`config.mk`:
```
export PLATFORM = sky130hd
export DESIGN_NAME = tcm_ctrl_flat
export DESIGN_NICKNAME = d
export VERILOG_FILES = /design/src/rtl/tcm_ctrl_if.sv /design/src/rtl/tcm_ctrl.sv /design/src/flat_wrapper.sv
export SDC_FILE = /design/constraint.sdc
export NUM_CORES = 1
export LEC_CHECK = 0
export ABC_AREA = 0
export CAP_MARGIN = 20
export CORE_ASPECT_RATIO = 1.25
export CORE_MARGIN = 3
export CORE_UTILIZATION = 22
export DETAILED_ROUTE_END_ITERATION = 8
export PLACE_DENSITY_LB_ADDON = 0.08
export REMOVE_ABC_BUFFERS = 1
export SETUP_SLACK_MARGIN = 0.4
export SYNTH_ARGS = -nofsm -noshare
export SYNTH_HDL_FRONTEND = slang
export SYNTH_SLANG_ARGS = --single-unit
export TNS_END_PERCENT = 30
```
`constraint.sdc`:
```
create_clock -name clk -period 1.5 [get_ports clk]
set_clock_uncertainty 0.1 [all_clocks]
set_input_delay 0.3 -clock clk [delete_from_list [all_inputs] [get_ports clk]]
set_output_delay 0.3 -clock clk [all_outputs]
set_load 0.01 [all_outputs]
```
`src/rtl/tcm_ctrl_if.sv`:
```
// Command/response bus between a requester and the TCM controller.
// The controller takes the slave modport; the requester takes the master modport.
interface tcm_ctrl_if #(
  parameter int AW = 32,
  parameter int DW = 32,
  parameter int MW = 4
);
  logic          cmd_valid;
  logic          cmd_ready;
  logic [AW-1:0] cmd_addr;
  logic          cmd_read;
  logic [DW-1:0] cmd_wdata;
  logic [MW-1:0] cmd_wmask;
  logic          rsp_valid;
  logic          rsp_ready;
  logic [DW-1:0] rsp_rdata;
  logic          rsp_err;

  modport master (
    output cmd_valid, cmd_addr, cmd_read, cmd_wdata, cmd_wmask, rsp_ready,
    input  cmd_ready, rsp_valid, rsp_rdata, rsp_err
  );

  modport slave (
    input  cmd_valid, cmd_addr, cmd_read, cmd_wdata, cmd_wmask, rsp_ready,
    output cmd_ready, rsp_valid, rsp_rdata, rsp_err
  );
endinterface

```
`src/rtl/tcm_ctrl.sv`:
```
// Valid/ready front end for a single-port, one-cycle-latency TCM SRAM.
// Define TCM_ERR_EN to enable range/alignment checking with error responses.
module tcm_ctrl #(
  parameter int DP = 512,
  parameter int DW = 32,
  parameter int MW = 4,
  parameter int AW = 32,
  parameter int RAM_AW = 9,
  parameter logic [AW-1:0] BASE_ADDR = 32'h8000_0000
) (
  input  logic              clk,
  input  logic              rst,
  tcm_ctrl_if.slave         bus,
  output logic [RAM_AW-1:0] ram_addr,
  output logic [DW-1:0]     ram_din,
  output logic              ram_we,
  output logic [MW-1:0]     ram_wem,
  input  logic [DW-1:0]     ram_dout
);

  logic              s1_valid;
  logic              s1_read;
  logic              s1_err;
  logic [RAM_AW-1:0] last_raddr;
  logic [RAM_AW-1:0] word_idx;
  logic              accept;
  logic              cmd_err;

  assign word_idx = bus.cmd_addr[RAM_AW+1:2];

`ifdef TCM_ERR_EN
  localparam logic [AW:0] END_ADDR = {1'b0, BASE_ADDR} + (AW+1)'(DP * 4);

  assign cmd_err = (bus.cmd_addr < BASE_ADDR)
                 | ({1'b0, bus.cmd_addr} >= END_ADDR)
                 | (bus.cmd_addr[1:0] != 2'b00);
`else
  logic unused_addr_bits;

  // Upper and byte-offset address bits are deliberately ignored; the window wraps.
  assign unused_addr_bits = ^{bus.cmd_addr[AW-1:RAM_AW+2], bus.cmd_addr[1:0]};
  assign cmd_err = 1'b0;
`endif

  assign bus.cmd_ready = ~rst & (~s1_valid | bus.rsp_ready);
  assign accept        = bus.cmd_valid & bus.cmd_ready;

  // When idle or rejecting, re-present the last read address so ram_dout holds.
  always_comb begin
    ram_addr = last_raddr;
    ram_din  = '0;
    ram_we   = 1'b0;
    ram_wem  = '0;
    if (rst) begin
      ram_addr = '0;
    end else if (accept && !cmd_err) begin
      ram_addr = word_idx;
      ram_din  = bus.cmd_wdata;
      ram_wem  = bus.cmd_wmask;
      ram_we   = ~bus.cmd_read;
    end
  end

  always_ff @(posedge clk) begin
    if (rst) begin
      s1_valid   <= 1'b0;
      s1_read    <= 1'b0;
      s1_err     <= 1'b0;
      last_raddr <= '0;
    end else if (accept) begin
      s1_valid <= 1'b1;
      s1_read  <= bus.cmd_read;
      s1_err   <= cmd_err;
      if (bus.cmd_read && !cmd_err) begin
        last_raddr <= word_idx;
      end
    end else if (s1_valid && bus.rsp_ready) begin
      s1_valid <= 1'b0;
    end
  end

  assign bus.rsp_valid = s1_valid;
  assign bus.rsp_rdata = (s1_valid & s1_read & ~s1_err) ? ram_dout : '0;
  assign bus.rsp_err   = s1_valid & s1_err;

endmodule

```
`src/flat_wrapper.sv`:
```
// flat-port wrapper written by rule: the top's interface ports become plain ports
module tcm_ctrl_flat 
#(
  parameter int DP = 512,
  parameter int DW = 32,
  parameter int MW = 4,
  parameter int AW = 32,
  parameter int RAM_AW = 9,
  parameter logic [AW-1:0] BASE_ADDR = 32'h8000_0000
)
  (clk, rst, ram_addr, ram_din, ram_we, ram_wem, ram_dout, bus_cmd_valid, bus_cmd_addr, bus_cmd_read, bus_cmd_wdata, bus_cmd_wmask, bus_rsp_ready, bus_cmd_ready, bus_rsp_valid, bus_rsp_rdata, bus_rsp_err);
  tcm_ctrl_if #(.AW(AW), .DW(DW), .MW(MW)) bus_i ();
  input  logic clk;
  input  logic rst;
  output logic [RAM_AW-1:0] ram_addr;
  output logic [DW-1:0] ram_din;
  output logic ram_we;
  output logic [MW-1:0] ram_wem;
  input  logic [DW-1:0] ram_dout;
  input wire logic [$bits(bus_i.cmd_valid)-1:0] bus_cmd_valid;
  input wire logic [$bits(bus_i.cmd_addr)-1:0] bus_cmd_addr;
  input wire logic [$bits(bus_i.cmd_read)-1:0] bus_cmd_read;
  input wire logic [$bits(bus_i.cmd_wdata)-1:0] bus_cmd_wdata;
  input wire logic [$bits(bus_i.cmd_wmask)-1:0] bus_cmd_wmask;
  input wire logic [$bits(bus_i.rsp_ready)-1:0] bus_rsp_ready;
  output wire logic [$bits(bus_i.cmd_ready)-1:0] bus_cmd_ready;
  output wire logic [$bits(bus_i.rsp_valid)-1:0] bus_rsp_valid;
  output wire logic [$bits(bus_i.rsp_rdata)-1:0] bus_rsp_rdata;
  output wire logic [$bits(bus_i.rsp_err)-1:0] bus_rsp_err;
  assign bus_i.cmd_valid = bus_cmd_valid;
  assign bus_i.cmd_addr = bus_cmd_addr;
  assign bus_i.cmd_read = bus_cmd_read;
  assign bus_i.cmd_wdata = bus_cmd_wdata;
  assign bus_i.cmd_wmask = bus_cmd_wmask;
  assign bus_i.rsp_ready = bus_rsp_ready;
  assign bus_cmd_ready = bus_i.cmd_ready;
  assign bus_rsp_valid = bus_i.rsp_valid;
  assign bus_rsp_rdata = bus_i.rsp_rdata;
  assign bus_rsp_err = bus_i.rsp_err;
  tcm_ctrl #(.DP(DP), .DW(DW), .MW(MW), .AW(AW), .RAM_AW(RAM_AW), .BASE_ADDR(BASE_ADDR)) u_core (.clk(clk), .rst(rst), .bus(bus_i), .ram_addr(ram_addr), .ram_din(ram_din), .ram_we(ram_we), .ram_wem(ram_wem), .ram_dout(ram_dout));
endmodule
```
==> results of run 1 <==
[cells in the final DEF (no fill, tap or decap)]
master / n
clkbuf_1: 1
buf_8: 2
bufbuf_16: 2
clkbuf_8: 3
clkdlybuf4s15_2: 2
mux2_2: 9
buf_12: 6
nor2_1: 3
dfxtp_1: 9
and2_4: 2
dfxtp_4: 2
buf_16: 4
buf_4: 9
buf_2: 59
and3_4: 10
mux2_4: 9
a21bo_2: 1
buf_6: 30
nor2b_4: 2
nand2b_4: 1
a21oi_1: 1
nor2b_1: 10
clkdlybuf4s50_1: 78
and3_1: 58
clkbuf_2: 1
nand3_2: 1
conb_1: 1
[sequential cells by signal, indices dropped and copies added (netlist names)]
name / flops
u_core.last_raddr: 9
u_core.bus.rsp_valid: 1
u_core.s1_read: 1
[how the worst max path moves through the flow]
stage	slack (ns)	endpoint	from	depth (start not counted)
final	-0.29	ram_addr[0]	u_core.bus.rsp_valid	5
after global routing	-0.35	ram_addr[1]	u_core.bus.rsp_valid	5
after CTS	-0.33	ram_addr[1]	u_core.bus.rsp_valid	5
after detailed placement	-0.93	ram_addr[1]	bus_cmd_valid	5
after global placement	-0.89	ram_addr[4]	bus_cmd_valid	5
after floorplan	-0.56	ram_addr[0]	u_core.bus.rsp_valid	3
[logic make-up after synthesis]
group | count (synthesis)
DFF | 11
other | 1
buffers and inverters | 17
and+or+nand+nor | 86
AOI/OAI and AO/OA | 2
muxes | 18
[stage by stage]
step           instances  total power (uW)  hold slack, ns
6_report             376              1280           0.175
5_1_grt              376              1350           0.197
4_1_cts              374              1290           0.199
3_5_place_dp         352               891           0.515
3_3_place_gp         352               886           0.506
2_1_floorplan        118               484           0.269
[power by group through the flow]
stage | Clock (uW) | Sequential, uW | Combinational, uW
6_report | 296 | 315 | 668
5_1_grt | 322 | 316 | 709
4_1_cts | 310 | 316 | 661
3_5_place_dp | 0 | 319 | 572
3_3_place_gp | 0 | 319 | 567
2_1_floorplan | 0 | 329 | 155
[repair_timing]
| action | 4_1_cts | 5_1_grt |
|---|---|---|
| resized for setup | 355 | 39 |
| gates cloned | 7 | 0 |
| pin swaps | 6 | 0 |
| endpoints found under the setup margin | 91 | 91 |
| buffers inserted | 11 | 2 |
[tightest hold or removal path: stages]
cell and delay (ns):
buf_8 0.07, nor2_1 0.03, nor2_1 0.07
[cells in the mapped netlist]
master    instances  area, um^2
clkbuf_1         10        37.5
and2_4            1        8.76
clkbuf_2          2        10.0
a21oi_1           1        5.00
nor2_1            3        11.3
a21bo_2           1        10.0
nor2b_1          11        68.8
buf_2             3        15.0
and3_1           67         419
buf_6             1        11.3
and3_2            1        7.51
mux2_4            9         135
mux2_2            9         101
nor2b_2           1        8.76
buf_4             1        7.51
dfxtp_1          11         220
conb_1            1        3.75
nand3_2           1        10.0
nand2b_2          1        8.76
[cell type report]
| cell class | count | area share [%] |
|---|---|---|
| multi-input combinational | 108 | 28.6 |
| timing repair buffer | 193 | 60.0 |
| sequential | 11 | 7.45 |
| tap | 60 | 2.46 |
| clock buffer | 4 | 1.47 |
[layer usage]
layer	GRT usage [%]	vias up
li1	-	847
met1	22.6	774
met2	36.4	87
met3	3.67	8
met4	6.04	0
met5	0	-
==> impl_results.md, run 1 <==
- Worst r2r src: u_core.bus.rsp_valid
- Final nets: 422
- Diode count: 0
- Crit path time final: 1.79 ns
- #FFs+latches synth: 11
- Initial core utilization: 22.9%
- Post-synthesis cell type count: 19
- Min-Delay Path Depth: 3
- Sequential share of power: 24.6%
- Clk_lat worst skew: 0.24 ns
- Root buf cell: clkbuf_8
- Initial antenna violation count: 0
- Crit start category: flop
- Worst VDD drop: 0.000478 V
- GR Overflow Total: 0
- Worst Setup Path Type: flop to primary output
- Synthesis-to-layout area growth: 178%
- Layout cells sized above 1: 49.1%
- Post-synthesis simple-gate area fraction: 49.4%
- Slowest cell on the critical path: dfxtp_4
- Combinational share of power: 52.2%
- Finished Cell Area: 3060 um^2
- Met1 WL: 2450 um
- Register area share after synthesis: 20.0%
- Xor/xnor cell area share of the yosys netlist: 0%
- DP Wirelength: 4230 um
- Die Ht: 85.1 um
- RSZ-0062 raised after global routing: yes
- Sequential cell area: 228 um^2
- Tcrit/Tclk final: 119%
- Deepest clock path buffer count: 2
- DR iter-0 viols: 53
- Post-Syn Area: 1100 um^2
- Mux contribution to synthesized area: 21.5%
- Max Clk Rate: 0.559 GHz
- Hold-fix buffers, CTS: 0
- Filler Cell Count: 459
- GRT Overall Usage: 19.6%
- Buf/Inv on CP: 2
- RR Endpoint: u_core.last_raddr[4]
- Register-to-register setup slack: 0.02 ns
- Switching Share: 25.6%
- PD cells: 419 nW/um^2
- Ordered cell list for the critical path: nand2b_4 > and2_4 > buf_6 > mux2_4 > buf_6
- Finish-stage setup viols: 79
- Violated checks: negative setup slack
- Compound-Gate Fraction of Synth Area: 1.37%
- Dominant combinational cell family by area after synthesis: simple AND/OR/NAND/NOR gates
- Clock sink total: 11
- Slew Limit Fails: 0
- Post-route ant nets: 0
- Largest net degree at the start of global routing: 20
- Critical Path RT: 1.10 ns
- WL met3: 360 um
- Die ar.: 5890 um^2
- Top Metal Used: met4
- GP Congestion: 0.776
- Mapped Cells: 135
- CP Max Fanout: 5
- Beginning of the worst hold path: bus_cmd_valid
- H-Tree Depth: 1
- DR WL met2: 3240 um
- Global-route wire length before repair: 9340 um
- Num CTS Buffers: 3
- Io pins: 186
- Psw: 327 uW
- Worst setup EP type: primary output
- Place WS: -0.926 ns
- Routed WL per cell: 16.3 um
- Multi-input logic area: 873 um^2
- Int Pwr: 952 uW
- Endpoint, Worst Hold: u_core.bus.rsp_valid
- Residual DRC: 0
- Clk slew on worst S/H paths: 0.05 ns
- Die width: 69.2 um
- CTS tree: built
- Cell mode on critical path: buf_6
- Final WS setup: -0.289 ns
- Status: complete, but fails checks
- Port bufs: 161
- Placed instance area: 2850 um^2
- Post-synthesis area per instance: 8.15 um^2
- Wirelength, routed: 6140 um
- Clock power frac: 23.2%
- Cell family with most CP delay: flip-flops
- Vias in the first global route: 1619
- WP data arrival: 1.39 ns
- Yosys warns: 0
- Detailed-route via count: 1716
- Max stage delay on crit path: 0.35 ns
- Final Util: 63.7%
- Final TNS setup: -10.37 ns
- Worst reg-to-reg path cell count: 6
- Drt first pass iters: 4
- Vias per inst: 4.56
- P_leak: 0.00170 uW
- Core Box Area: 4800 um^2
- Synth Area in Adders: 0%
- Tightest Hold Check Type: input port to flop
- Final hold vios: 0
- Rows: 28
- Max cap viols: 0
Note: power is estimated with default switching activity, not from simulation.
==> run 2: changes to the inputs <==
--- a/config.mk
+++ b/config.mk
@@ -7,10 +7,10 @@
 export LEC_CHECK = 0
 export ABC_AREA = 0
 export CAP_MARGIN = 20
-export CORE_ASPECT_RATIO = 1.25
-export CORE_MARGIN = 3
-export CORE_UTILIZATION = 22
+export CORE_AREA = 3 3 72 74
 export DETAILED_ROUTE_END_ITERATION = 8
+export DIE_AREA = 0 0 75 77
+export DONT_BUFFER_PORTS = 1
 export PLACE_DENSITY_LB_ADDON = 0.08
 export REMOVE_ABC_BUFFERS = 1
 export SETUP_SLACK_MARGIN = 0.4
==> constraint.sdc (replaced) <==
create_clock -name clk -period 2.2 [get_ports clk]
set_clock_uncertainty 0.1 [all_clocks]
set_input_delay 0.44 -clock clk [delete_from_list [all_inputs] [get_ports clk]]
set_output_delay 0.44 -clock clk [all_outputs]
set_load 0.01 [all_outputs]
==> impl_results.md, run 2 (synthesized netlist as in run 1, its figures left out) <==
- Final hold vios: 0 (unchanged)
- Final WS setup: 0.437 ns (was -0.289 ns)
- Final Util: 25.3% (was 63.7%)
- Status: finished clean (was complete, but fails checks)
- Cell family with most CP delay: multiplexers (was flip-flops)
- Int Pwr: 396 uW (was 952 uW)
- Drt first pass iters: 4 (unchanged)
- Tcrit/Tclk final: 80.1%
- Ordered cell list for the critical path: nand2b_2 > and2_4 > mux2_4 (was nand2b_4 > and2_4 > buf_6 > mux2_4 > buf_6)
- Hold-fix buffers, CTS: 0 (unchanged)
- Beginning of the worst hold path: rst (was bus_cmd_valid)
- Most frequent cells in the layout: 66 x and3_1, 11 x nor2b_1, 10 x dfxtp_1 (was 78 x clkdlybuf4s50_1, 59 x buf_2, 58 x and3_1)
- GP Congestion: 0.614 (was 0.776)
- Reg with most FFs: u_core.last_raddr (unchanged)
- Residual DRC: 0 (unchanged)
- Largest net degree at the start of global routing: 39 (was 20)
- Die ar.: 5780 um^2 (was 5890 um^2)
- H-Tree Depth: 1 (unchanged)
- Core Box Area: 4660 um^2 (was 4800 um^2)
- Initial core utilization: 23.6% (was 22.9%)
- Combinational share of power: 24.8% (was 52.2%)
- Die Ht: 77 um (was 85.1 um)
- Vias in the first global route: 935 (was 1619)
- Switching Share: 28.5% (was 25.6%)
- Post-route ant nets: 0 (unchanged)
- GR Overflow Total: 0 (unchanged)
- Worst setup EP type: primary output (unchanged)
- Initial antenna violation count: 0 (unchanged)
- Synthesis-to-layout area growth: 7.17% (was 178%)
- Placed instance area: 1130 um^2 (was 2850 um^2)
- Root buf cell: clkbuf_8 (unchanged)
- Finish-stage setup viols: 0 (was 79)
- CP Max Fanout: 10 (was 5)
- Routed WL per cell: 20.6 um (was 16.3 um)
- Vias per inst: 5.45 (was 4.56)
- DR iter-0 viols: 39 (was 53)
- Num CTS Buffers: 3 (unchanged)
- RSZ-0062 raised after global routing: yes (unchanged)
- Max cap viols: 0 (unchanged)
- Port bufs: 0 (was 161)
- Wirelength, routed: 3750 um (was 6140 um)
- Layout cells sized above 1: 27.3% (was 49.1%)
- Max reg flops: 9 (unchanged)
- Clk slew on worst S/H paths: 0.05 ns (about the same)
- Clk_lat worst skew: 0.23 ns (was 0.24 ns)
- Max stage delay on crit path: 0.34 ns (was 0.35 ns)
- Slowest cell on the critical path: mux2_4 (was dfxtp_4)
- Worst VDD drop: 0.000225 V (was 0.000478 V)
- Worst r2r src: u_core.bus.rsp_valid (unchanged)
- Most common cell after layout, fill and taps aside: and3_1 (was clkdlybuf4s50_1)
- Place WS: 0.455 ns (was -0.926 ns)
- Slew Limit Fails: 0 (unchanged)
- Crit start category: flop (unchanged)
- Crit path time final: 1.76 ns
- GRT Overall Usage: 11.2% (was 19.6%)
- DP Wirelength: 3050 um (was 4230 um)
- WP data arrival: 1.22 ns (was 1.39 ns)
- Global-route wire length before repair: 5060 um (was 9340 um)
- CTS tree: built (unchanged)
- Final cell count without fillers: 182 (was 376)
- Detailed-route via count: 991 (was 1716)
- Final nets: 234 (was 422)
- Finished Cell Area: 1180 um^2 (was 3060 um^2)
- Max Clk Rate: 0.567 GHz
- Die width: 75 um (was 69.2 um)
- Final TNS setup: 0 ns (was -10.37 ns)
- Sequential share of power: 39.4% (was 24.6%)
- Diode count: 0 (unchanged)
- Psw: 158 uW (was 327 uW)
- Clock power frac: 35.8% (was 23.2%)
- Deepest clock path buffer count: 2 (unchanged)
- Buf/Inv on CP: 0 (was 2)
- Placed cell count: 178 (was 352)
- Clock sink total: 11 (unchanged)
- Tightest Hold Check Type: input port to flop (unchanged)
- PD cells: 470 nW/um^2 (was 419 nW/um^2)
- Worst Setup Path Type: flop to primary output (unchanged)
- CP Launch Point: u_core.bus.rsp_valid (unchanged)
- P_leak: 0.000703 uW (was 0.00170 uW)
- Critical Path RT: 1.66 ns (was 1.10 ns)
- Rows: 25 (was 28)
- Io pins: 186 (unchanged)
run 2: layer usage:
metal | GRT usage [%] | vias up | share of wire (%) | wire [um]
met5 | 0 | - | 0 | 0
met4 | 2.14 | 0 | 0.19 | 7
met3 | 5.64 | 2 | 12 | 469
met2 | 20.5 | 81 | 51 | 1930
met1 | 11.0 | 446 | 36 | 1350
li1 | - | 462 | - | -
run 2: layout make-up:
type / instances / area (um^2)
timing repair buffer: 6 / 45.0
multi-input combinational: 107 / 800
tap: 54 / 67.6
sequential: 11 / 221
clock buffer: 4 / 45.0
fill: 528 / 3480
run 2: stage by stage:
stage,total power (uW),hold WS (ns)
after floorplan,330,0.409
after global placement,357,0.414
after detailed placement,360,0.415
after CTS,566,0.156
after global routing,588,0.157
final,554,0.163
run 2: worst paths after layout:
check | endpoint | slack (ns) | depth (start not counted)
worst max-delay path | ram_addr[6] | 0.44 | 3
worst min-delay path | u_core.s1_read | 0.16 | 1
worst max register to register | u_core.last_raddr[7] | 0.76 | 5
worst min register to register | u_core.last_raddr[1] | 0.53 | 2
run 2: timing repair:
| action | CTS | global route |
|---|---|---|
| setup endpoints to repair | 32 | 8 |
| gates resized for setup | 1 | 1 |
| buffers inserted | 0 | 0 |
run 2: power by group through the flow:
stage / combinational (uW) / clock (uW) / sequential (uW)
2_1_floorplan: 106 / 0 / 224
3_3_place_gp: 137 / 0 / 221
3_5_place_dp: 138 / 0 / 222
4_1_cts: 139 / 209 / 218
5_1_grt: 151 / 218 / 219
6_report: 137 / 199 / 218
